## src/rtl/pipe_stage_skid.sv

```systemverilog
// pipe_stage_skid: elastic pipeline register with a 2-entry skid buffer,
// freeze/flush controls and saturating stall/bubble counters.
// Ports:
//   clk, rst (sync, active-low)
//   in_valid/in_ready/in_ctrl/in_data     : upstream handshake + payload
//   out_valid/out_ready/out_ctrl/out_data : downstream handshake + payload
//   freeze, flush, cnt_clr                : pipeline / counter controls
//   occupancy, stall_cnt, bubble_cnt      : status and performance counters
module pipe_stage_skid #(
  parameter int CTRL_W = 8,
  parameter int DATA_W = 128,
  parameter int CNT_W  = 16
) (
  input  logic              clk,
  input  logic              rst,
  input  logic              in_valid,
  output logic              in_ready,
  input  logic [CTRL_W-1:0] in_ctrl,
  input  logic [DATA_W-1:0] in_data,
  output logic              out_valid,
  input  logic              out_ready,
  output logic [CTRL_W-1:0] out_ctrl,
  output logic [DATA_W-1:0] out_data,
  input  logic              freeze,
  input  logic              flush,
  input  logic              cnt_clr,
  output logic [1:0]        occupancy,
  output logic [CNT_W-1:0]  stall_cnt,
  output logic [CNT_W-1:0]  bubble_cnt
);

  typedef enum logic [1:0] {
    S_EMPTY = 2'd0,
    S_ONE   = 2'd1,
    S_FULL  = 2'd2
  } state_t;

  state_t r_state;
  state_t w_state_nxt;

  logic [CTRL_W-1:0] r_main_ctrl;
  logic [DATA_W-1:0] r_main_data;
  logic [CTRL_W-1:0] r_skid_ctrl;
  logic [DATA_W-1:0] r_skid_data;
  logic [CNT_W-1:0]  r_stall_cnt;
  logic [CNT_W-1:0]  r_bubble_cnt;

  logic w_main_valid;
  logic w_skid_valid;
  logic w_in_fire;
  logic w_out_fire;
  logic w_ld_main_in;
  logic w_ld_skid_in;
  logic w_ld_main_skid;
  logic w_clr_main_ctrl;
  logic w_stall_hit;
  logic w_bubble_hit;

  assign w_main_valid = (r_state != S_EMPTY);
  assign w_skid_valid = (r_state == S_FULL);

  // Registered-only ready: no path from out_ready.
  assign in_ready   = rst & ~w_skid_valid & ~freeze & ~flush;
  assign w_in_fire  = in_valid & in_ready;
  assign w_out_fire = w_main_valid & out_ready & ~freeze & ~flush;

  assign out_valid  = w_main_valid;
  assign out_ctrl   = r_main_ctrl;
  assign out_data   = r_main_data;
  assign occupancy  = r_state;
  assign stall_cnt  = r_stall_cnt;
  assign bubble_cnt = r_bubble_cnt;

  always_comb begin
    w_state_nxt     = r_state;
    w_ld_main_in    = 1'b0;
    w_ld_skid_in    = 1'b0;
    w_ld_main_skid  = 1'b0;
    w_clr_main_ctrl = 1'b0;
    if (flush) begin
      w_state_nxt = S_EMPTY;
    end else begin
      unique case (r_state)
        S_EMPTY: begin
          if (w_in_fire) begin
            w_ld_main_in = 1'b1;
            w_state_nxt  = S_ONE;
          end
        end
        S_ONE: begin
          unique case (1'b1)
            w_in_fire & w_out_fire: begin
              w_ld_main_in = 1'b1;
            end
            w_in_fire & ~w_out_fire: begin
              w_ld_skid_in = 1'b1;
              w_state_nxt  = S_FULL;
            end
            ~w_in_fire & w_out_fire: begin
              w_clr_main_ctrl = 1'b1;
              w_state_nxt     = S_EMPTY;
            end
            default: begin
            end
          endcase
        end
        S_FULL: begin
          if (w_out_fire) begin
            w_ld_main_skid = 1'b1;
            w_state_nxt    = S_ONE;
          end
        end
        default: begin
          w_state_nxt = S_EMPTY;
        end
      endcase
    end
  end

  always_ff @(posedge clk) begin
    if (!rst) begin
      r_state <= S_EMPTY;
    end else begin
      r_state <= w_state_nxt;
    end
  end

  // CTRL is zeroed whenever its entry empties; DATA only on reset.
  always_ff @(posedge clk) begin
    if (!rst) begin
      r_main_ctrl <= '0;
      r_main_data <= '0;
      r_skid_ctrl <= '0;
      r_skid_data <= '0;
    end else if (flush) begin
      r_main_ctrl <= '0;
      r_skid_ctrl <= '0;
    end else begin
      if (w_ld_main_in) begin
        r_main_ctrl <= in_ctrl;
        r_main_data <= in_data;
      end
      if (w_ld_main_skid) begin
        r_main_ctrl <= r_skid_ctrl;
        r_main_data <= r_skid_data;
        r_skid_ctrl <= '0;
      end
      if (w_clr_main_ctrl) begin
        r_main_ctrl <= '0;
      end
      if (w_ld_skid_in) begin
        r_skid_ctrl <= in_ctrl;
        r_skid_data <= in_data;
      end
    end
  end

  assign w_stall_hit  = w_main_valid & (~out_ready | freeze);
  assign w_bubble_hit = ~w_main_valid;

  always_ff @(posedge clk) begin
    if (!rst) begin
      r_stall_cnt  <= '0;
      r_bubble_cnt <= '0;
    end else if (cnt_clr) begin
      r_stall_cnt  <= '0;
      r_bubble_cnt <= '0;
    end else begin
      if (w_stall_hit && (r_stall_cnt != '1)) begin
        r_stall_cnt <= r_stall_cnt + CNT_W'(1);
      end
      if (w_bubble_hit && (r_bubble_cnt != '1)) begin
        r_bubble_cnt <= r_bubble_cnt + CNT_W'(1);
      end
    end
  end

endmodule
```

## config.mk

```make
export PLATFORM = sky130hd
export DESIGN_NAME = pipe_stage_skid
export DESIGN_NICKNAME = d
export VERILOG_FILES = /design/src/rtl/pipe_stage_skid.sv
export SDC_FILE = /design/constraint.sdc
export NUM_CORES = 1
export LEC_CHECK = 0
export BUFFER_PORTS_ARGS = -buffer_cell sky130_fd_sc_hd__buf_2
export CAP_MARGIN = 20
export CORE_MARGIN = 5
export CORE_UTILIZATION = 35
export CTS_BUF_LIST = sky130_fd_sc_hd__clkbuf_2 sky130_fd_sc_hd__clkbuf_4 sky130_fd_sc_hd__clkbuf_8
export DETAILED_ROUTE_END_ITERATION = 12
export SYNTH_ARGS = -nofsm -noshare
export SYNTH_HDL_FRONTEND = slang
export SYNTH_SLANG_ARGS = --single-unit
```

## constraint.sdc

```tcl
create_clock -name clk -period 2.8 [get_ports clk]
set_input_delay 0.56 -clock clk [delete_from_list [all_inputs] [get_ports clk]]
set_output_delay 0.56 -clock clk [all_outputs]
set_load 0.02 [all_outputs]
```

==> flow_summary.yaml <==
status:
  outcome: "completed"
floorplanning:
  die_h_um: 202
  ios: 315
  row_count: 70
  start_util: 0.354
  die_area_um2: 41000
  die_w_um: 202
  core_um2: 36600
setup_path:
  crit_family: "buffers and inverters"
  end_kind: "primary output"
  r2r_end: "r_skid_data[27]"
  worst_setup_path_start_kind: "flop"
  arrival_ns: 1.82
  worstPathRequired_ns: 2.24
  path_class: "flop to primary output"
  critPathSlowestCell: "dfxtp_1"
  r2r_cells: 8
  crit_top_cell: "buf_4"
  worst-path-buf-inv: 4
  r2r_start: "occupancy[1]"
  max_stage_delay_ns: 0.46
  worstPathMaxFanout: 12
  crit_chain: "buf_4 -> nor2_4 -> buf_4 -> inv_4 -> buf_2"
  ff2ff_setup_slack_ns: 0.47
sta:
  fin_crit_sh: 0.851
  tightest_slew_ns: 0.982
  hold_viol: 0
  slew_headroom: 0.346
  fmax_ghz: 0.420
  setup_tns_ns: 0
  rsz0062_at_grt: "false"
  final_max_slew_viol_count: 0
  fin_crit_ns: 2.38
  setup_viol: 0
  fin_worst_skew_ns: 0.0170
clock_network:
  path_clk_slew_ns: 0.07
  hold_buffers: 0
  cts_buffers: 53
  root_buffer: "clkbuf_8"
  clock_path_buffers: 3
  htree_levels: 2
  cts_tree: "built"
  postCtsSetupRepairBufs: 0
  insertion_delay_ns: 0.61
  cts_resized: 0
  cts_sinks: 306
synth:
  synth_cells: 1581
  seq_area_frac_synth: 0.473
  ys_types: 58
  ys.flop_type: "dfxtp_1"
  async_flop_share: 0
  synthesis.nets: 1729
  synth-seq-cells: 306
  syn_avg_cell_area_um2: 8.19
  synth-edff-count: 0
  synth_area_um2: 13000
  yosysWarnings: 0
route:
  drt-initial-drc-count: 647
  viasPerCell: 5.30
  ant_nets: 0
  routed_wl_um: 40200
  drt-pass1-iter-count: 5
  wire_per_inst_um: 17.0
  remaining_drc_errors: 0
  vias: 12600
place:
  hpwlAfterDp_um: 25600
  place.port_buffers: 314
  gp_congestion: 0.846
  dp_cells: 2272
min_path:
  min_path_cells: 3
  hold_start: "in_data[85]"
  min_to: "r_skid_data[85]"
  min_path_type: "input port to flop"
grt:
  use_met2: 0.292
  overflow: 0
  global_route.usage.met1: 0.234
  grt_pass1_vias: 11800
  grt_usage: 0.186
  grt_antenna_before_repair: 7
  grt_pass1_wl_um: 63600
  gr-usage-met3: 0.0631
  grt_max_degree: 164
  grt_most_used_layer: "met2"
power:
  p_leak_nw: 6.36
  vdd_drop_max_mv: 0.334
  power.density_nw_per_um2: 586
final_layout:
  drive_gt1_frac: 0.271
  n_fill_cell: 3656
  area_delta_synth_final_pct: 25.7
  final_net_count: 2007
  final_cells: 2368
flow_run:
  maxCapViolCount: 0
[cell families (layout without fill, tap and decap cells)]
group                      Yosys count  after routing  synth area share
muxes                               12             12           0.00927
adders and majority gates            5              5           0.00483
and+or+nand+nor                    774            774             0.259
other                                0              6                 0
DFF                                306            306             0.473
AOI/OAI and AO/OA                  335            335             0.198
buffers and inverters              149            462            0.0556
[worst max path at each step]
stage,startpoint,to,cells after the start
final,occupancy[1],out_valid,5
after global routing,occupancy[1],out_valid,5
after CTS,occupancy[1],out_valid,5
after detailed placement,flush,r_skid_data[36],9
after global placement,freeze,r_skid_data[36],12
after floorplan,freeze,r_skid_ctrl[0],11
[metrics by stage]
step	instance area [um2]	utilization	setup slack [ns]	power (mW)	hold WS, ns
2_1_floorplan	13000	-	0.327	4.92	0.437
3_3_place_gp	15100	0.413	0.257	5.21	0.441
3_5_place_dp	15100	0.413	0.137	5.22	0.447
4_1_cts	16300	0.444	0.347	9.70	0.124
5_1_grt	16300	0.444	0.308	9.96	0.147
6_report	16300	0.445	0.417	9.54	0.195
[report_power, final]
part	internal, mW	total (mW)	leakage, nW	switching, mW
clock	2.57	4.42	0.605	1.84
combinational	0.245	0.653	3.28	0.407
sequential	4.43	4.47	2.47	0.0409
[cells in the final DEF, fill, tap and decap left out, types with 9 or more instances in the layout]
cell type,count
nor2_1,17
buf_2,314
a311oi_1,97
nand4_1,11
mux2i_1,12
o31ai_1,9
buf_4,27
nand3_1,14
clkbuf_4,11
or4_1,9
clkbuf_8,71
a311oi_2,32
buf_12,22
dfxtp_1,306
o21ai_0,10
nand2_1,533
a21oi_1,148
nor3_1,142
[registers in the layout, summed over array words and instances, names as in the netlist]
signal	count
r_skid_ctrl	8
bubble_cnt	16
stall_cnt	16
out_data	128
out_ctrl	8
occupancy	2
r_skid_data	128
[per-layer routing]
layer | wire length (um) | vias up
met1 | 17100 | 5904
met2 | 18200 | 397
met3 | 3580 | 91
met5 | 34 | -
met4 | 1320 | 6
li1 | - | 6157
[worst reg2reg max path, cell delays in order (launching register included)]
cell	delay (ns)
dfxtp_1	0.38
nor2b_4	0.18
nor3_1	0.32
ha_1	0.25
nor4bb_4	0.42
buf_4	0.24
buf_12	0.21
nand2_1	0.11
a21oi_1	0.13
[area by class of cell]
| cell class | count | area, um2 | area share |
|---|---|---|---|
| multi-input combinational | 1126 | 6140 | 0.377 |
| sequential | 306 | 6130 | 0.376 |
| timing repair buffer | 363 | 2210 | 0.136 |
| clock buffer | 82 | 1060 | 0.0651 |
| tap | 468 | 586 | 0.0360 |
| clock inverter | 8 | 95.1 | 0.00584 |
| inverter | 9 | 43.8 | 0.00269 |
| antenna | 6 | 15.0 | 0.000922 |
[Yosys cell counts (6+ instances only)]
library cell | number | area, um2
nand2_1 | 534 | 2000
or3_1 | 6 | 37.5
a21oi_1 | 148 | 741
o31ai_1 | 9 | 67.6
a211oi_2 | 8 | 100
o21ai_0 | 10 | 50.1
a311oi_2 | 32 | 480
clkbuf_1 | 68 | 255
buf_2 | 52 | 260
nor2_1 | 17 | 63.8
nor3_1 | 142 | 711
buf_6 | 10 | 113
nand3_1 | 14 | 70.1
nand4_1 | 11 | 68.8
inv_1 | 7 | 26.3
nand2b_1 | 6 | 37.5
dfxtp_1 | 306 | 6130
a311oi_1 | 97 | 850
mux2i_1 | 12 | 120
or4_1 | 9 | 67.6
a22oi_1 | 8 | 60.1
Note: power is estimated with default switching activity, not from simulation.
